--- config.mk ---
export PLATFORM = sky130hd
export DESIGN_NAME = path_player
export DESIGN_NICKNAME = d
export VERILOG_FILES = /design/src/rtl/path_player.sv
export SDC_FILE = /design/constraint.sdc
export NUM_CORES = 1
export LEC_CHECK = 0
export BUFFER_PORTS_ARGS = -buffer_cell sky130_fd_sc_hd__buf_2
export CORE_UTILIZATION = 51
export CTS_CLUSTER_SIZE = 25
export DETAILED_ROUTE_END_ITERATION = 8
export GPL_TIMING_DRIVEN = 1
export PLACE_DENSITY = 0.74
export SYNTH_ARGS = -nofsm -noshare
export SYNTH_HDL_FRONTEND = slang
export SYNTH_SLANG_ARGS = --single-unit
--- constraint.sdc ---
create_clock -name clk -period 5.3 [get_ports clk]
set_clock_uncertainty 0.2 [all_clocks]
set_input_delay 0.795 -clock clk [delete_from_list [all_inputs] [get_ports clk]]
set_output_delay 0.795 -clock clk [all_outputs]
set_load 0.01 [all_outputs]
--- src/rtl/path_player.sv ---
// rtl/path_player.sv - replays a solved maze path from the path stack to a valid/ready consumer
module path_player #(
    parameter int ADDR_W = 8
) (
    input  logic              clk,
    input  logic              rst,
    input  logic              start,
    input  logic [ADDR_W-1:0] stckCnt,
    output logic              rdEn,
    output logic [ADDR_W-1:0] rdAddr,
    input  logic [1:0]        rdData,
    output logic [1:0]        dirOut,
    output logic [7:0]        locOut,
    output logic              valid,
    input  logic              ready,
    output logic              busy,
    output logic              done
);

    typedef enum logic [2:0] {
        S_IDLE,
        S_LOAD,
        S_READ,
        S_WAIT,
        S_SHOW,
        S_FIN
    } state_t;

    state_t state;
    state_t state_next;

    logic [ADDR_W-1:0] len_q;
    logic [ADDR_W-1:0] idx_q;
    logic [ADDR_W-1:0] idx_inc;
    logic [ADDR_W-1:0] rd_addr_q;
    logic [1:0]        dir_q;
    logic [7:0]        loc_q;
    logic              last_step;

    // Row and column are independent 4-bit fields; a wrap in one never touches the other.
    function automatic logic [7:0] step_loc(input logic [7:0] loc, input logic [1:0] d);
        logic [3:0] row;
        logic [3:0] col;
        row = loc[7:4];
        col = loc[3:0];
        case (d)
            2'b00:   col = col + 4'd1;
            2'b01:   row = row + 4'd1;
            2'b10:   col = col - 4'd1;
            default: row = row - 4'd1;
        endcase
        return {row, col};
    endfunction

    assign idx_inc   = idx_q + {{(ADDR_W-1){1'b0}}, 1'b1};
    assign last_step = (idx_inc == len_q);

    // The read address follows idx while reading and otherwise holds the last address issued.
    assign rdAddr = (state == S_READ) ? idx_q : rd_addr_q;
    assign dirOut = dir_q;
    assign locOut = loc_q;

    // State register; reset returns to IDLE from anywhere without issuing done.
    always_ff @(posedge clk) begin
        if (rst) begin
            state <= S_IDLE;
        end else begin
            state <= state_next;
        end
    end

    // Next-state and state-decoded strobes; valid is a pure function of state, never of ready.
    always_comb begin
        state_next = state;
        rdEn       = 1'b0;
        valid      = 1'b0;
        busy       = 1'b1;
        done       = 1'b0;
        case (state)
            S_IDLE: begin
                busy = 1'b0;
                if (start) begin
                    state_next = S_LOAD;
                end
            end
            S_LOAD: begin
                state_next = (len_q == '0) ? S_FIN : S_READ;
            end
            S_READ: begin
                rdEn       = 1'b1;
                state_next = S_WAIT;
            end
            S_WAIT: begin
                state_next = S_SHOW;
            end
            S_SHOW: begin
                valid = 1'b1;
                if (ready) begin
                    state_next = last_step ? S_FIN : S_READ;
                end
            end
            S_FIN: begin
                done       = 1'b1;
                state_next = S_IDLE;
            end
            default: begin
                state_next = S_IDLE;
            end
        endcase
    end

    // Path length, step index, read address, direction and location registers.
    always_ff @(posedge clk) begin
        if (rst) begin
            len_q     <= '0;
            idx_q     <= '0;
            rd_addr_q <= '0;
            dir_q     <= 2'b00;
            loc_q     <= 8'h00;
        end else begin
            case (state)
                S_IDLE: begin
                    if (start) begin
                        len_q <= stckCnt;
                    end
                end
                S_LOAD: begin
                    idx_q <= '0;
                    loc_q <= 8'h00;
                end
                S_READ: begin
                    rd_addr_q <= idx_q;
                end
                S_WAIT: begin
                    dir_q <= rdData;
                    loc_q <= step_loc(loc_q, rdData);
                end
                S_SHOW: begin
                    if (ready) begin
                        idx_q <= idx_inc;
                    end
                end
                default: begin
                end
            endcase
        end
    end

endmodule
==> results.json <==
{
  "wl_per_cell_um": 13.1,
  "gp_congestion": 0.820,
  "input_output_buffers": 35,
  "static_leakage_nw": 0.991,
  "crit_type": "flop to primary output",
  "number_of_top_level_design_ports": 36,
  "htree_num_levels": 2,
  "die_width_um": 65.4,
  "power.ir.vdd_worst_mv": 0.265,
  "totalWireLength_um": 4230,
  "status": "completed",
  "synthArstFlopShare_pct": 0,
  "critical_path_buf_inv_count": 3,
  "cts_repair_resizes": 0,
  "grt_antenna_before_repair": 0,
  "final-setup-viol-count": 0,
  "timing.final.max_slew_violations": 0,
  "crit_path_top_delay_cell": "sky130_fd_sc_hd__dfxtp_1",
  "critical_path_required_ns": 4.30,
  "synth.avg_cell_area_um2": 8.46,
  "top_family_by_delay_on_critical_path": "flip-flops",
  "cts_buffers": 5,
  "top_signal_layer_used": "met4",
  "critical_path.max_stage_delay_ns": 0.65,
  "finalCritPeriodShare_pct": 56.9,
  "min_path_type": "flop to flop",
  "synth.top_cells.by_area": "sky130_fd_sc_hd__dfxtp_1, sky130_fd_sc_hd__a21oi_1, sky130_fd_sc_hd__nand2_1",
  "floorplan.initialDensity_pct": 54.7,
  "cts_root_buffer_type": "sky130_fd_sc_hd__clkbuf_8",
  "clock_edge_transition_at_the_registers_on_the_reported_setup_and_hold_paths_ns": 0.08,
  "synth.cell_area_um2": 2050,
  "syn-instance-count": 242,
  "grt_setup_unrepaired": "false",
  "timing.final.crit_period_ns": 3.02,
  "route.antenna.remaining_nets": 0,
  "grt_util_all_layers_pct": 21.8,
  "cts.hold.buffers_added": 0,
  "via_count_of_the_first_global_routing_pass": 1572,
  "utilization_pct": 63.2,
  "area_share_of_the_leading_cell_type_in_the_synthesized_netlist_pct": 36.2,
  "grt_max_degree": 41,
  "fin_nets": 294,
  "worstPathArrival_ns": 2.02,
  "grt_first_pass_wirelength_um": 7200,
  "met3_wirelength_um": 263,
  "crit_fanout": 14,
  "power_per_standard_cell_area_nw_per_um2": 363,
  "finalInstanceArea_um2": 2370,
  "final_hold_viol_count": 0,
  "antenna_cells_inserted": 0,
  "synth-seq-cells": 37,
  "yosys_most_used_dff": "sky130_fd_sc_hd__dfxtp_1",
  "layout-area-overhead-vs-synth_pct": 15.5,
  "yosys.cell_count.top_type": "sky130_fd_sc_hd__dfxtp_1",
  "fmaxAchievable_ghz": 0.332,
  "hpwl_um": 3010,
  "ys_seq_area_share_pct": 36.2,
  "grt-ovfl-total": 0,
  "detail_route.wirelength.met1_um": 2020,
  "ys_top_cells_by_count": "sky130_fd_sc_hd__dfxtp_1, sky130_fd_sc_hd__nand2_1, sky130_fd_sc_hd__a21oi_1",
  "path_cells": "inv_1, nor3_1, buf_4, mux2_2, buf_2",
  "clk-insertion-delay-late_ns": 0.29,
  "synth_cell_types": 47,
  "detailroute.via_count": 1818,
  "area_enclosed_by_the_die_boundary_um2": 4270,
  "worst-slew-pin-transition_ns": 0.705,
  "drive_gt1_share_pct": 22.3,
  "dpl_cell_area_um2": 2230,
  "worst_hold_slack_ns": 0.266,
  "maxSlewHeadroom_pct": 53.0,
  "clkSinkCount": 37,
  "chipHeight_um": 65.4,
  "final.setup.tns_ns": 0,
  "design.core.area_um2": 3740,
  "p_total_mw": 0.859,
  "vias_per_cell": 5.65,
  "cts.path.max_buffers": 2,
  "synth_enable_flop_cells": 0,
  "drc_errors": 0,
  "timing.max_cap.violations": 0,
  "yosys.area.top_type": "sky130_fd_sc_hd__dfxtp_1",
  "cts_tree": "yes",
  "synth.net_count": 263,
  "detail_route.iter0.violations": 145,
  "core.rowCount": 22,
  "end_kind": "primary output",
  "dr.pass1.iters": 6,
  "met2RoutedLength_um": 1900,
  "ys.warnings.count": 0,
  "post_cts.repair.setup_buffers": 0,
  "worstSetupStartpointType": "flop"
}
[worst min-delay path, delay by kind of cell (launching register included)]
kind / cells / cell delay, ns
AO/OA/AOI/OAI: 1 / 0.05
flip-flops: 1 / 0.32
AND/OR/NAND/NOR: 1 / 0.05
[stage by stage]
stage | instances | setup WS, ns
2_1_floorplan | 242 | 2.95
3_3_place_gp | 314 | 2.68
3_5_place_dp | 314 | 2.61
4_1_cts | 322 | 2.29
5_1_grt | 322 | 2.17
6_report | 322 | 2.28
[metal layers]
| layer | vias up | track usage (%) |
|---|---|---|
| met2 | 56 | 33.2 |
| met3 | 7 | 5.90 |
| met1 | 836 | 29.3 |
| li1 | 919 | - |
| met5 | - | 0 |
| met4 | 0 | 7.88 |
[flip-flops by register name, summed over array words and instances (netlist names)]
| name | cells |
|---|---|
| len_q | 8 |
| state | 3 |
| idx_q | 8 |
| locOut | 8 |
| dirOut | 2 |
| rd_addr_q | 8 |
[path summary, 6_finish.rpt]
check                                       startpoint                endpoint  slack, ns  cells after the start
worst max-delay path             state[1]$_SDFFE_PP0P_               rdAddr[5]       2.28                      5
worst min register to register  dirOut[0]$_SDFFE_PP0P_  dirOut[0]$_SDFFE_PP0P_       0.27                      2
worst min-delay path            dirOut[0]$_SDFFE_PP0P_  dirOut[0]$_SDFFE_PP0P_       0.27                      2
worst max register to register   state[0]$_SDFFE_PP0P_   state[1]$_SDFFE_PP0P_       3.08                      5
[logic make-up (layout without fill, tap and decap cells)]
kind of cell,Yosys count,count (layout),share of synthesized area [%]
xor+xnor,13,13,5.56
flops,37,37,36.2
buf+inv,18,50,4.15
fa+ha+maj,7,7,5.01
simple gates,105,105,29.0
compound gates,54,54,15.7
mux,8,8,4.40
[report_power, final]
part | internal (mW) | switching (mW) | total (mW)
registers | 0.299 | 0.0379 | 0.337
logic | 0.0903 | 0.134 | 0.224
clock network | 0.189 | 0.108 | 0.298
[cell type report]
class | instances | area [um^2]
Fill cell | 340 | 1380
Multi-Input combinational cell | 187 | 1220
Sequential cell | 37 | 741
Timing Repair Buffer | 36 | 183
Clock buffer | 5 | 68.8
Clock inverter | 3 | 68.8
Tap cell | 48 | 60.1
Inverter | 6 | 22.5
[cell usage in the layout (no fill, tap or decap), types with 2 or more instances in the layout]
cell,count
sky130_fd_sc_hd__buf_2,35
sky130_fd_sc_hd__inv_1,6
sky130_fd_sc_hd__nor2b_1,10
sky130_fd_sc_hd__xor2_1,3
sky130_fd_sc_hd__nor2_1,15
sky130_fd_sc_hd__nand2_1,30
sky130_fd_sc_hd__and3_1,3
sky130_fd_sc_hd__ha_1,5
sky130_fd_sc_hd__xnor2_1,10
sky130_fd_sc_hd__a21oi_1,27
sky130_fd_sc_hd__nand2b_1,6
sky130_fd_sc_hd__o311ai_0,2
sky130_fd_sc_hd__a31oi_1,5
sky130_fd_sc_hd__a21o_1,5
sky130_fd_sc_hd__nor3_1,5
sky130_fd_sc_hd__nand3_1,7
sky130_fd_sc_hd__fa_1,2
sky130_fd_sc_hd__bufinv_16,2
sky130_fd_sc_hd__dfxtp_1,37
sky130_fd_sc_hd__mux2_2,8
sky130_fd_sc_hd__clkbuf_8,5
sky130_fd_sc_hd__nor4_1,6
sky130_fd_sc_hd__a211oi_1,3
sky130_fd_sc_hd__o21ai_0,6
sky130_fd_sc_hd__and2_1,3
sky130_fd_sc_hd__nand3b_1,6
Note: power is estimated with default switching activity, not from simulation.
